### src/rtl/spi_pkg.sv
// ---------------------------------------------------------------------------
// spi_pkg
//
// This package holds the definitions that the spi_master and the existing
// spi slave share.
//   spi_state_e  : the master FSM states (IDLE, SETUP, HIGH, LOW).
//   spi_mode_t   : the clock polarity and phase pair.
//   SPI_MODE0    : CPOL=0, CPHA=0. The idle clock is low and data is sampled
//                  on the rising edge.
//   SPI_WIDTH    : the frame width in bits. The slave uses the same value.
//   div_width()  : the width of a counter that counts 0..div-1. It is never
//                  less than 1.
// ---------------------------------------------------------------------------
package spi_pkg;

    typedef enum logic [1:0] {
        IDLE  = 2'd0,
        SETUP = 2'd1,
        HIGH  = 2'd2,
        LOW   = 2'd3
    } spi_state_e;

    typedef struct packed {
        logic cpol;
        logic cpha;
    } spi_mode_t;

    localparam spi_mode_t SPI_MODE0 = '{cpol: 1'b0, cpha: 1'b0};

    localparam int SPI_WIDTH = 8;

    function automatic int div_width(input int div);
        return (div > 1) ? $clog2(div) : 1;
    endfunction

endpackage

### src/rtl/spi_master.sv
// ---------------------------------------------------------------------------
// spi_master
//
// This is a byte-wide SPI master. It runs in mode 0 and sends MSB first.
// The master and the slave share one clock, so miso is sampled directly,
// with no synchroniser.
//
// Parameters
//   CLK_DIV   : the sck half-period in clk cycles. The legal range is 2..255.
//
// Ports
//   clk       : system clock.
//   rst       : synchronous, active-high reset.
//   start     : transfer request. It is only looked at while busy is 0.
//   hold_ss   : sampled with start. When it is 1, ss stays low after the
//               byte, so the next byte continues the same frame.
//   din       : byte to send. Sampled with start.
//   dout      : last byte received. It updates with done.
//   done      : one-cycle pulse when a transfer completes.
//   busy      : high from the accepting edge until completion.
//   sck       : SPI clock. Idle low.
//   mosi      : master out.
//   miso      : master in.
//   ss        : slave select, active low.
//
// state | meaning
// ------+---------------------------------------------------------------
// IDLE  | waiting for start; ss is high, or low if a burst is being held
// SETUP | ss is low, sck is low, waiting for ss-to-first-edge setup time
// HIGH  | sck is high; miso was captured on the entering edge
// LOW   | sck is low; mosi shows the next bit (after bit 7: hold time)
// ---------------------------------------------------------------------------
module spi_master
    import spi_pkg::*;
#(
    parameter int unsigned CLK_DIV = 4
) (
    input  logic                 clk,
    input  logic                 rst,
    input  logic                 start,
    input  logic                 hold_ss,
    input  logic [SPI_WIDTH-1:0] din,
    output logic [SPI_WIDTH-1:0] dout,
    output logic                 done,
    output logic                 busy,
    output logic                 sck,
    output logic                 mosi,
    input  logic                 miso,
    output logic                 ss
);

    localparam int DIV_W = div_width(int'(CLK_DIV));
    localparam int BIT_W = $clog2(SPI_WIDTH);

    localparam logic [DIV_W-1:0] DIV_LAST = DIV_W'(CLK_DIV - 1);
    localparam logic [BIT_W-1:0] BIT_LAST = BIT_W'(SPI_WIDTH - 1);

    spi_state_e           state;
    logic [DIV_W-1:0]     div_cnt;
    logic [BIT_W-1:0]     bit_cnt;
    logic [SPI_WIDTH-1:0] tx_sr;
    logic [SPI_WIDTH-1:0] rx_sr;
    logic                 hold_lat;
    logic                 phase_end;

    // Every phase lasts CLK_DIV cycles. div_cnt restarts at 0 on each
    // phase change.
    assign phase_end = (div_cnt == DIV_LAST);

    // mosi comes straight from the flop at the top of the transmit shifter.
    // Reset clears the shifter, so mosi idles at 0. The shifter is left
    // alone at completion, so the last bit is still driven during the
    // hold phase.
    assign mosi = tx_sr[SPI_WIDTH-1];

    always_ff @(posedge clk) begin
        if (rst) begin
            state    <= IDLE;
            div_cnt  <= '0;
            bit_cnt  <= '0;
            tx_sr    <= '0;
            rx_sr    <= '0;
            hold_lat <= 1'b0;
            dout     <= '0;
            done     <= 1'b0;
            busy     <= 1'b0;
            sck      <= SPI_MODE0.cpol;
            ss       <= 1'b1;
        end else begin
            done <= 1'b0;

            case (state)
                IDLE: begin
                    if (start) begin
                        state    <= SETUP;
                        div_cnt  <= '0;
                        bit_cnt  <= '0;
                        tx_sr    <= din;
                        hold_lat <= hold_ss;
                        busy     <= 1'b1;
                        ss       <= 1'b0;
                    end
                end

                SETUP: begin
                    if (phase_end) begin
                        state   <= HIGH;
                        div_cnt <= '0;
                        sck     <= 1'b1;
                        // The sample is taken on the same edge that
                        // drives sck high.
                        rx_sr   <= {rx_sr[SPI_WIDTH-2:0], miso};
                    end else begin
                        div_cnt <= div_cnt + DIV_W'(1);
                    end
                end

                HIGH: begin
                    if (phase_end) begin
                        state   <= LOW;
                        div_cnt <= '0;
                        sck     <= 1'b0;
                        // After bit 7 there is nothing left to present.
                        // mosi holds through the hold phase.
                        if (bit_cnt != BIT_LAST) begin
                            tx_sr <= {tx_sr[SPI_WIDTH-2:0], 1'b0};
                        end
                    end else begin
                        div_cnt <= div_cnt + DIV_W'(1);
                    end
                end

                LOW: begin
                    if (phase_end) begin
                        div_cnt <= '0;
                        if (bit_cnt == BIT_LAST) begin
                            state <= IDLE;
                            done  <= 1'b1;
                            dout  <= rx_sr;
                            busy  <= 1'b0;
                            ss    <= ~hold_lat;
                        end else begin
                            state   <= HIGH;
                            bit_cnt <= bit_cnt + BIT_W'(1);
                            sck     <= 1'b1;
                            rx_sr   <= {rx_sr[SPI_WIDTH-2:0], miso};
                        end
                    end else begin
                        div_cnt <= div_cnt + DIV_W'(1);
                    end
                end

                default: begin
                    state <= IDLE;
                end
            endcase
        end
    end

endmodule
### config.mk
export PLATFORM = sky130hd
export DESIGN_NAME = spi_master
export DESIGN_NICKNAME = d
export VERILOG_FILES = /design/src/rtl/spi_pkg.sv /design/src/rtl/spi_master.sv
export SDC_FILE = /design/constraint.sdc
export NUM_CORES = 1
export LEC_CHECK = 0
export CORE_UTILIZATION = 55
export DETAILED_ROUTE_END_ITERATION = 8
export GPL_ROUTABILITY_DRIVEN = 0
export PLACE_DENSITY = 0.8
export SYNTH_ARGS = -nofsm -noshare
export SYNTH_HDL_FRONTEND = slang
export SYNTH_SLANG_ARGS = --single-unit
### constraint.sdc
create_clock -name clk -period 3.7 [get_ports clk]
set_clock_uncertainty 0.1 [all_clocks]
set_input_delay 1.11 -clock clk [delete_from_list [all_inputs] [get_ports clk]]
set_output_delay 1.11 -clock clk [all_outputs]
set_load 0.05 [all_outputs]
==> results.json <==
{
  "synth_top_area_share_pct": 46.5,
  "layout_commonest_cell": "dfxtp_1",
  "grtUsageMet2_pct": 39.6,
  "grt.overflow.total": 0,
  "design_area_sq_mm": 0.00188,
  "max_slew.worst_pin.slew_ns": 0.812,
  "rsz0062_at_grt": "false",
  "slowest_delay_ns": 0.81,
  "vias": 1260,
  "antenna_cells": 0,
  "status": "finished clean",
  "crit_start": "sck",
  "dp_hpwl_microns": 2150,
  "synth_area_leaders": "dfxtp_1 46%, a21oi_1 7.1%, a211oi_2 5.6%, nand2_1 5.3%, mux2i_1 5.2%",
  "fin_total_pwr_mw": 0.783,
  "clock_latency_ns": 0.33,
  "grt_max_degree": 36,
  "worstSetupEndpointType": "primary output",
  "ys_types": 34,
  "ff2ff_path_depth": 4,
  "drt_iter0_drc": 15,
  "hold_buffers": 0,
  "postCtsSetupBuffers": 0,
  "netlist_area_sq_mm": 0.00155,
  "htreeDepth": 2,
  "timing.setup.tns_ns": 0,
  "start_util_pct": 60.4,
  "antenna_found_initial": 0,
  "fmaxAchievable_ghz": 0.366,
  "use_met3_pct": 8.20,
  "fp.dieH_microns": 55.1,
  "crit_type": "reg -> out",
  "clkTransAtPathRegs_ns": 0.10,
  "period_share_pct": 73.8,
  "worst_slack_ns": 0.970,
  "grt_pass1_wl_microns": 5000,
  "cp.depth": 1,
  "placed_cell_area_sq_mm": 0.00178,
  "grt-busiest-layer": "met2",
  "drive_above_1_share_pct": 12.1,
  "coreArea_sq_mm": 0.00257,
  "hold_depth": 2,
  "worstPathCellList": "clkdlybuf4s50_1",
  "die_x_microns": 55.1,
  "slowest_stage": "clkdlybuf4s50_1",
  "yosys.area.top_type": "dfxtp_1",
  "yosysWarnings": 0,
  "vias_per_cell": 5.73,
  "arrival_ns": 1.52,
  "cp_top_family": "buffers and inverters",
  "numPortBuffers": 25,
  "hold_class": "reg -> reg",
  "path_buf_inv": 1,
  "cts-buffers-inserted": 5,
  "post_cts_resized": 0,
  "place_ws_ns": 0.885,
  "wire_per_inst_microns": 14.7,
  "root_buffer": "clkbuf_4",
  "powerDensity_mw_per_mm2": 418,
  "p_leak_nw": 0.647,
  "utilization_pct": 73.1,
  "r2r_setup_slack_ns": 1.57,
  "wl_microns": 3230,
  "use_met1_pct": 28.3,
  "syn_nets": 185,
  "cp_max_fo": 3,
  "drtAntennaViolNets": 0,
  "finalHoldViolations": 0,
  "finalNetCount": 206,
  "io_pins": 26,
  "globalRouteTotalUtil_pct": 24.0,
  "synth_ff_type": "dfxtp_1",
  "timing.rr.start": "state[1]",
  "drc": 0,
  "rows": 18,
  "clockBufferDepth": 2,
  "syn_inst": 168,
  "synth_edf_count": 0,
  "seq_area_frac_synth_pct": 46.5,
  "synth.avg_cell_area_sq_um": 9.23,
  "dr.pass1.iters": 4,
  "start_kind": "register",
  "crit_required_ns": 2.49,
  "grt_pass1_vias": 1133,
  "ys_ff_latch": 36,
  "fill_cells": 207,
  "relSlewSlack_pct": 45.8,
  "final_cell_mix": "36 x dfxtp_1, 25 x clkdlybuf4s50_1, 22 x nand2_1, 22 x a21oi_1, 10 x nor3_1",
  "async_flop_share_pct": 0,
  "maxCapViolCount": 0,
  "vdd_ir_drop_max_uv": 344,
  "drv_slew": 0,
  "design.die.area_sq_mm": 0.00303,
  "tritoncts": "built",
  "syn_to_final_growth_pct": 21.0,
  "fin_crit_ns": 2.73,
  "hold_start": "dout[3]",
  "setup_violations": 0,
  "clock_sinks": 36
}
==> metal layers <==
metal,part of all wire [%],vias up
met5,0,-
met4,0.77,0
met3,5.4,5
met2,47,41
met1,46,574
li1,-,640
==> worst paths after layout <==
| kind | endpoint |
|---|---|
| max | sck |
| min | dout[3] |
| max reg2reg | tx_sr[4] |
| min reg2reg | dout[3] |
==> synth_stat cells (2+ instances only) <==
cell / n
ha_1: 4
nor3_1: 10
or3_1: 2
mux2i_1: 8
a21oi_1: 22
buf_2: 4
clkbuf_1: 4
a211oi_2: 7
o21ai_0: 9
nor2_1: 3
a22o_1: 2
dfxtp_1: 36
buf_4: 4
nand4_1: 2
inv_1: 2
nand2_1: 22
nand3_1: 9
nand3b_1: 2
==> sequential cells by signal, summed over array words and instances, names as in the netlist, 2 cells and up <==
signal / flops
dout: 8
rx_sr: 8
tx_sr: 8
bit_cnt: 3
div_cnt: 2
state: 2
==> where the power goes <==
part / leakage, nW / switching, mW / internal [mW]
Sequential: 0.293 / 0.00919 / 0.399
Combinational: 0.302 / 0.0373 / 0.0331
Clock: 0.0515 / 0.125 / 0.179
Total: 0.647 / 0.172 / 0.611
==> per-stage QoR <==
step	instances	hold WS, ns
CTS	220	0.364
finish	220	0.363
detailed placement	212	0.349
global placement	212	0.344
global route	220	0.379
floorplan	168	0.328
==> logic make-up after synthesis <==
logic type / after synthesis / share of synthesized area [%]
flip-flops: 36 / 46.5
AND/OR/NAND/NOR: 61 / 20.9
multiplexers: 9 / 5.89
buffers and inverters: 16 / 5.65
adder cells (fa/ha/maj): 4 / 3.23
AO/OA/AOI/OAI: 42 / 17.8
==> area by class of cell <==
type / count / area (sq um) / share of cell area [%]
sequential: 36 / 721 / 38.4
clock buffer: 7 / 65.1 / 3.47
multi-input combinational: 116 / 742 / 39.6
inverter: 2 / 7.51 / 0.400
timing repair buffer: 28 / 273 / 14.5
clock inverter: 1 / 30.0 / 1.60
tap: 30 / 37.5 / 2.00
No activity file was read; power rests on OpenSTA's default activity.
